$ cat src/rtl/inst_fetch_mem.sv
// Instruction fetch memory: byte-addressed program store with a word load
// port and a one-cycle fetch port supporting stall, flush and fault reporting.
//
// Ports:
//   clk, rst                         clock, async active-high reset
//   ld_en, ld_addr, ld_data          program-load write port
//   req, address, stall, flush       fetch request and pipeline control
//   instruction, inst_valid, fault   fetch result
//   fetch_count                      running count of valid fetches
module inst_fetch_mem #(
  parameter int          DEPTH      = 256,
  parameter int          ADDR_W     = 32,
  parameter bit          BIG_ENDIAN = 1'b1,
  parameter logic [31:0] NOP_WORD   = 32'hE000_0000
) (
  input  logic              clk,
  input  logic              rst,
  input  logic              ld_en,
  input  logic [ADDR_W-1:0] ld_addr,
  input  logic [31:0]       ld_data,
  input  logic              req,
  input  logic [ADDR_W-1:0] address,
  input  logic              stall,
  input  logic              flush,
  output logic [31:0]       instruction,
  output logic              inst_valid,
  output logic              fault,
  output logic [31:0]       fetch_count
);

  localparam int IW = $clog2(DEPTH);
  // Highest word base whose last byte still fits in storage.
  localparam logic [ADDR_W-1:0] LAST = ADDR_W'(DEPTH - 4);

  logic [7:0]        mem [DEPTH];
  logic [ADDR_W-1:0] ld_base;
  logic              ld_ok;
  logic              fetch_bad;
  logic              bypass;
  logic [IW-1:0]     f_idx;
  logic [IW-1:0]     w_idx;
  logic [7:0]        rd_b [4];
  logic [31:0]       mem_word;
  logic [31:0]       fetch_word;

  assign ld_base   = ld_addr & ~ADDR_W'(3);
  assign ld_ok     = ld_en && (ld_base <= LAST);
  assign fetch_bad = (address[1:0] != 2'b00) || (address > LAST);
  // Same-edge load to the fetched word wins over the stored copy.
  assign bypass    = ld_ok && (ld_base == address);
  assign f_idx     = address[IW-1:0];
  assign w_idx     = ld_base[IW-1:0];

  always_comb begin
    for (int i = 0; i < 4; i++) begin
      rd_b[i] = mem[f_idx + IW'(i)];
    end
    if (BIG_ENDIAN) begin
      mem_word = {rd_b[0], rd_b[1], rd_b[2], rd_b[3]};
    end else begin
      mem_word = {rd_b[3], rd_b[2], rd_b[1], rd_b[0]};
    end
    fetch_word = bypass ? ld_data : mem_word;
  end

  // Storage keeps its contents through reset; reset only blocks writes.
  always_ff @(posedge clk or posedge rst) begin
    if (rst) begin
    end else if (ld_ok) begin
      for (int i = 0; i < 4; i++) begin
        if (BIG_ENDIAN) begin
          mem[w_idx + IW'(i)] <= ld_data[8*(3-i) +: 8];
        end else begin
          mem[w_idx + IW'(i)] <= ld_data[8*i +: 8];
        end
      end
    end
  end

  always_ff @(posedge clk or posedge rst) begin
    if (rst) begin
      instruction <= NOP_WORD;
      inst_valid  <= 1'b0;
      fault       <= 1'b0;
      fetch_count <= 32'd0;
    end else if (flush) begin
      instruction <= NOP_WORD;
      inst_valid  <= 1'b0;
      fault       <= 1'b0;
    end else if (stall) begin
      instruction <= instruction;
    end else if (req) begin
      instruction <= fetch_bad ? NOP_WORD : fetch_word;
      inst_valid  <= 1'b1;
      fault       <= fetch_bad;
      fetch_count <= fetch_count + 32'd1;
    end else begin
      inst_valid  <= 1'b0;
      fault       <= 1'b0;
    end
  end

endmodule

$ cat config.mk
export PLATFORM = sky130hd
export DESIGN_NAME = inst_fetch_mem
export DESIGN_NICKNAME = d
export VERILOG_FILES = /design/src/rtl/inst_fetch_mem.sv
export SDC_FILE = /design/constraint.sdc
export NUM_CORES = 2
export LEC_CHECK = 0
export BUFFER_PORTS_ARGS = -buffer_cell sky130_fd_sc_hd__buf_4
export CORE_MARGIN = 4
export CORE_UTILIZATION = 30
export DETAILED_ROUTE_END_ITERATION = 16
export SYNTH_ARGS = -nofsm -noshare
export SYNTH_HDL_FRONTEND = slang
export SYNTH_SLANG_ARGS = --single-unit
$ cat constraint.sdc
create_clock -name clk -period 5.4 [get_ports clk]
set_input_delay 0.81 -clock clk [delete_from_list [all_inputs] [get_ports clk]]
set_output_delay 0.81 -clock clk [all_outputs]
set_load 0.005 [all_outputs]
; Word level (Yosys, flattened, before mapping)
; Memory sizes are Yosys's and may differ from the RTL's.
; Cells that the tools add are included.
[totals]
register_bits = 66
output_inout_bits = 66
mem_bits_rw = 2048
in_bits = 102
wordCells = 40
mem_count = 1
[op_classes]
eq_ne = 2
bitwise = 2
mux = 13
magnitude_cmp = 2
n_reduce_logical = 9
add_sub_neg = 7
[memory_table]
columns = name, words, width, read_ports, rd_ports_with_merged_regs, wr, line
row1 = mem, 256, 8, 4, 0, 4, 35  ; logic [7:0] mem [DEPTH];
[op_table]
columns = cell, count
row1 = two-way mux 32 bit, 5
row2 = adder 32 x 1 -> 32 bit (second input constant), 1
row3 = adder 8 x 2 -> 8 bit (second input constant), 4
row4 = equality test 32 bit, 1
row5 = > comparator 32 x 8 -> 1 bit (second input constant), 1
row6 = less-or-equal comparator 32 x 8 -> 1 bit (second input constant), 1
row7 = adder 8 x 1 -> 8 bit (second input constant), 2
row8 = two-way mux 1 bit, 8
row9 = nonzero test 2 bit, 2
row10 = logical AND 1 bit, 3
row11 = AND reduction 3 bit, 1
row12 = != test 2 x 1 -> 1 bit (second input constant), 1
row13 = inverter 1 bit, 2
row14 = AND reduction 2 bit, 1
row15 = zero test 1 bit, 1
row16 = logical OR 1 bit, 1

; Depth between registers and ports, before layout
[logic_depth]
ltp_word = 8
mapped_depth = 20
mapped_depth_nobuf = 9

; Least setup slack after synthesis
; OpenSTA, ideal clock, no wires.
[synth_timing]
kind = input -> register
startpoint = input port address[1]
endpoint = register instruction[4]
required_ns = 5.269
setup_time_ns = 0.131
t_arrival_ns = 4.595
n_path_buf = 11
setup_slack_ns = 0.675
path_stages = 19
cell_sequence = buf_4 -> inv_2 -> buf_2 -> buf_2 -> buf_2 -> buf_2 -> ha_1 -> buf_2 -> buf_6 -> buf_4 -> buf_4 -> buf_4 -> buf_1 -> mux4_2 -> mux4_2 -> nand2_1 -> nand3_1 -> nand4b_1 -> nand3_1
[synth_between]
elab_chain_len = 7
elab_cells_between_ends = 12
classes_between = add/sub (1) / order compare (1) / eq/ne (1) / mux (5) / reduce/logical (3) / memory (1)
[synth_lines]
columns = element, line
row1 = from (decl), 22  ; input logic [ADDR_W-1:0] address,
row2 = adder 8 x 2 -> 8 bit or equality test 32 bit (tied branches), "56, 50"
row3 = memory (256 x 8 bit) or logical AND 1 bit (tied branches), -
row4 = two-way mux 32 bit, 63  ; fetch_word = bypass ? ld_data : mem_word;
row5 = two-way mux 32 bit (*), 93  ; instruction <= fetch_bad ? NOP_WORD : fetch_word;
row6 = two-way mux 32 bit (*), 92  ; end else if (req) begin
row7 = two-way mux 32 bit (*), 90  ; end else if (stall) begin
row8 = two-way mux 32 bit (*), 86  ; end else if (flush) begin
row9 = to (signal assigned), 91  ; instruction <= instruction;
row10 = to (signal assigned), 93
row11 = to (decl), 25  ; output logic [31:0] instruction,
; Mark *: on every way between the ends. The rest lies on a longest branch, timed or not. The select of a mux whose other input is x is not followed.
; A chain may end at the register's enable or synchronous reset.

; Worst setup path after layout
[layout_timing]
startpoint = input port address[1]
endpoint = register instruction[21]
[layout_between]
elab_chain_len = 7
elab_cells_between_ends = 12
classes_between = add/sub (1) / order compare (1) / eq/ne (1) / mux (5) / reduce/logical (3) / memory (1)
[layout_lines]
columns = element, line
row1 = adder 8 x 1 -> 8 bit or equality test 32 bit (tied branches), "56, 50"
row2 = memory (256 x 8 bit) or logical AND 1 bit (tied branches), -
row3 = two-way mux 32 bit, 63
row4 = two-way mux 32 bit (*), 93
row5 = two-way mux 32 bit (*), 92
row6 = two-way mux 32 bit (*), 90
row7 = two-way mux 32 bit (*), 86
; Marked as above.

==> results.yml <==
logic_synthesis:
  synth_top_area_share: 0.4702
  ys_ff_latch: 2114
  synthTopCellsByCount: "2129 x mux4_2, 2048 x edfxtp_1, 554 x nand2_1"
  netlist_instances: 7330
  synthTopCellsByArea: "edfxtp_1 47%, mux4_2 37%, mux2i_1 3.4%, nand2_1 1.6%, dfrtp_1 1.2%"
  netlist_area_um2: 130800
  avgSynthCellArea_um2: 17.84
  ys.flop_type: "edfxtp_1"
  yosysWarnings: 0
  syn_nets: 7438
  async_reset_ff_frac: 0.03122
  synth-edff-count: 2048
  synth_cell_types: 81
  ys_seq_area_frac: 0.4828
  yosys.area.top_type: "edfxtp_1"
  synth_most_common_cell: "mux4_2"
detailed_routing:
  drc: 0
  wl_met1_mm: 175.2
  highest_layer: "met5"
  num_vias: 89870
  wl_met2_mm: 227.8
  antenna_left: 0
  wl_met3_mm: 80.93
  post_drt_via_cell_ratio: 6.670
  drt_pass1_iterations: 8
  routedWlPerCell_um: 38.73
  routed_wl_mm: 521.8
  drt_iter0_markers: 15502
global_routing:
  grt_pass1_wl_mm: 712.1
  grt-ovfl-total: 0
  grt_use_total: 0.2270
  grt_max_degree: 148
  grt_pass1_vias: 86459
  antenna_found_initial: 85
floorplan:
  die-area_um2: 446600
  initial_core_util: 0.3010
  placementRows: 242
  core-area_um2: 434500
  io_pins: 168
  die_h_um: 668.3
  die_w_um: 668.3
setup_path:
  start_kind: "primary input"
  path_class: "primary input to flip-flop"
  required_ps: 6250
  worstPathArrival_ps: 5320
  cp_max_fo: 24
  cp-end-kind: "flip-flop"
timing:
  layout_setup_ws_ps: 931.7
  timing.final.crit_share: 0.8275
  rsz0062_at_grt: "no"
  setup_violations: 0
  setup_tns_ps: 0
  tightest_slew_ps: 1594
  max_freq_ghz: 0.2238
  slew_headroom: -0.06778
  finalHoldViolCount: 0
  fin_skew_ps: 95.29
  layout_min_cycle_time_ps: 4468
  drv_slew: 8
  hold-worst-slack_ps: 150.6
cells_and_area:
  final_nets: 7611
  fin_cells: 13474
  area_growth_pct: 13.79
  drive_gt1_frac: 0.4290
min_path:
  holdCritPathClass: "primary input to flip-flop"
placement:
  dp_hpwl_mm: 344.1
  gp_congestion: 0.9963
  place_inst: 12998
  dpl_worst_slack_ps: 329.8
  io_buffers: 165
clock_tree:
  clk_pin_slew_ps: 60
  cts_root_buf: "clkbuf_16"
  cts_buffers: 236
  worstSkewPairLatency_ps: 990
  ctsResizeCount: 0
  cts_tree: "done"
  cts_buffer_depth: 4
  htree_levels: 4
  cts.sinks: 2114
status:
  violations: "capacitance limit, slew limit"
  status: "finished with violations"
pwr:
  vdd_drop_max_v: 0.0002771
  p_leak_uw: 0.04683
  power_density_nw_per_um2: 286.0
  power.total_uw: 42570
job:
  cap_violations: 3
[final cells by class]
class                      instances  area (um^2)
sequential                      2114        63150
timing repair buffer             656         6063
clock inverter                   151         1769
fill                           40452       285700
tap                             5734         7174
inverter                          32        135.1
clock buffer                     279         6098
antenna                           45        112.6
multi-input combinational       4463        64340
[power by group]
group	internal [uW]	switching [uW]	total, uW
logic	3020	4770	7790
clock network	9720	7030	16800
registers	18000	24.3	18000
total	30700	11800	42600
[critical path, stage by stage]
cell and delay (ps):
buf_8 260, ha_1 570, a21boi_2 160, nor2_4 780, buf_4 400, mux2_2 370
a2111oi_0 920, buf_4 240, a211o_1 430, a31oi_1 160, o31ai_1 110
[cells in the final DEF (no fill, tap or decap), types with 67 or more instances in the layout]
cell type	n
mux4_2	2129
clkbuf_16	237
edfxtp_1	2048
buf_12	88
a21oi_1	79
nor2_4	67
nor2_1	74
mux2i_1	443
nand3_1	197
a22oi_1	87
nand2_1	554
buf_4	564
[kinds of logic (layout without fill, tap and decap cells)]
| kind of cell | after synthesis | after routing | synth area share |
|---|---|---|---|
| flip-flops | 2114 | 2114 | 0.4828 |
| other | 0 | 45 | 0 |
| XOR/XNOR | 83 | 83 | 0.005615 |
| adder cells (fa/ha/maj) | 6 | 6 | 0.0005739 |
| multiplexers | 2614 | 2614 | 0.4041 |
| AND/OR/NAND/NOR | 1127 | 1127 | 0.03879 |
| buffers and inverters | 753 | 1118 | 0.03195 |
| AO/OA/AOI/OAI | 633 | 633 | 0.03615 |
[stage by stage]
stage / utilization / instance area [um^2]
2_1_floorplan: - / 130800
5_1_grt: 0.3424 / 148800
4_1_cts: 0.3423 / 148700
3_3_place_gp: 0.3242 / 140800
3_5_place_dp: 0.3242 / 140800
6_report: 0.3426 / 148800
[state kept, by name, indices dropped and copies added, names as in the netlist]
signal and cells:
fault 1, instruction 32, fetch_count 32, mem 2048, inst_valid 1
[what timing repair did]
item	CTS	global route
hold endpoints to repair	13	0
buffers inserted	0	0
setup endpoints to repair	0	0
hold buffers	1	0
[metal layers]
metal  track usage  vias up
met5      0.001628        -
met4        0.1358       56
met3       0.09292     1520
met2        0.3345     7962
met1        0.2786    47490
li1              -    32842
[worst paths after layout]
path / cells past startpoint / end / start / slack (ps)
min in group asynchronous: 3 / instruction[11] / rst / 450
max: 11 / instruction[21] / address[1] / 930
min: 2 / inst_valid / flush / 150
min reg2reg: 1 / fetch_count[31] / fetch_count[31] / 480
max reg2reg: 7 / instruction[9] / mem[65][1] / 2120
max in group asynchronous: 4 / fetch_count[26] / rst / 3710
Power figures use the tool's default switching activity.
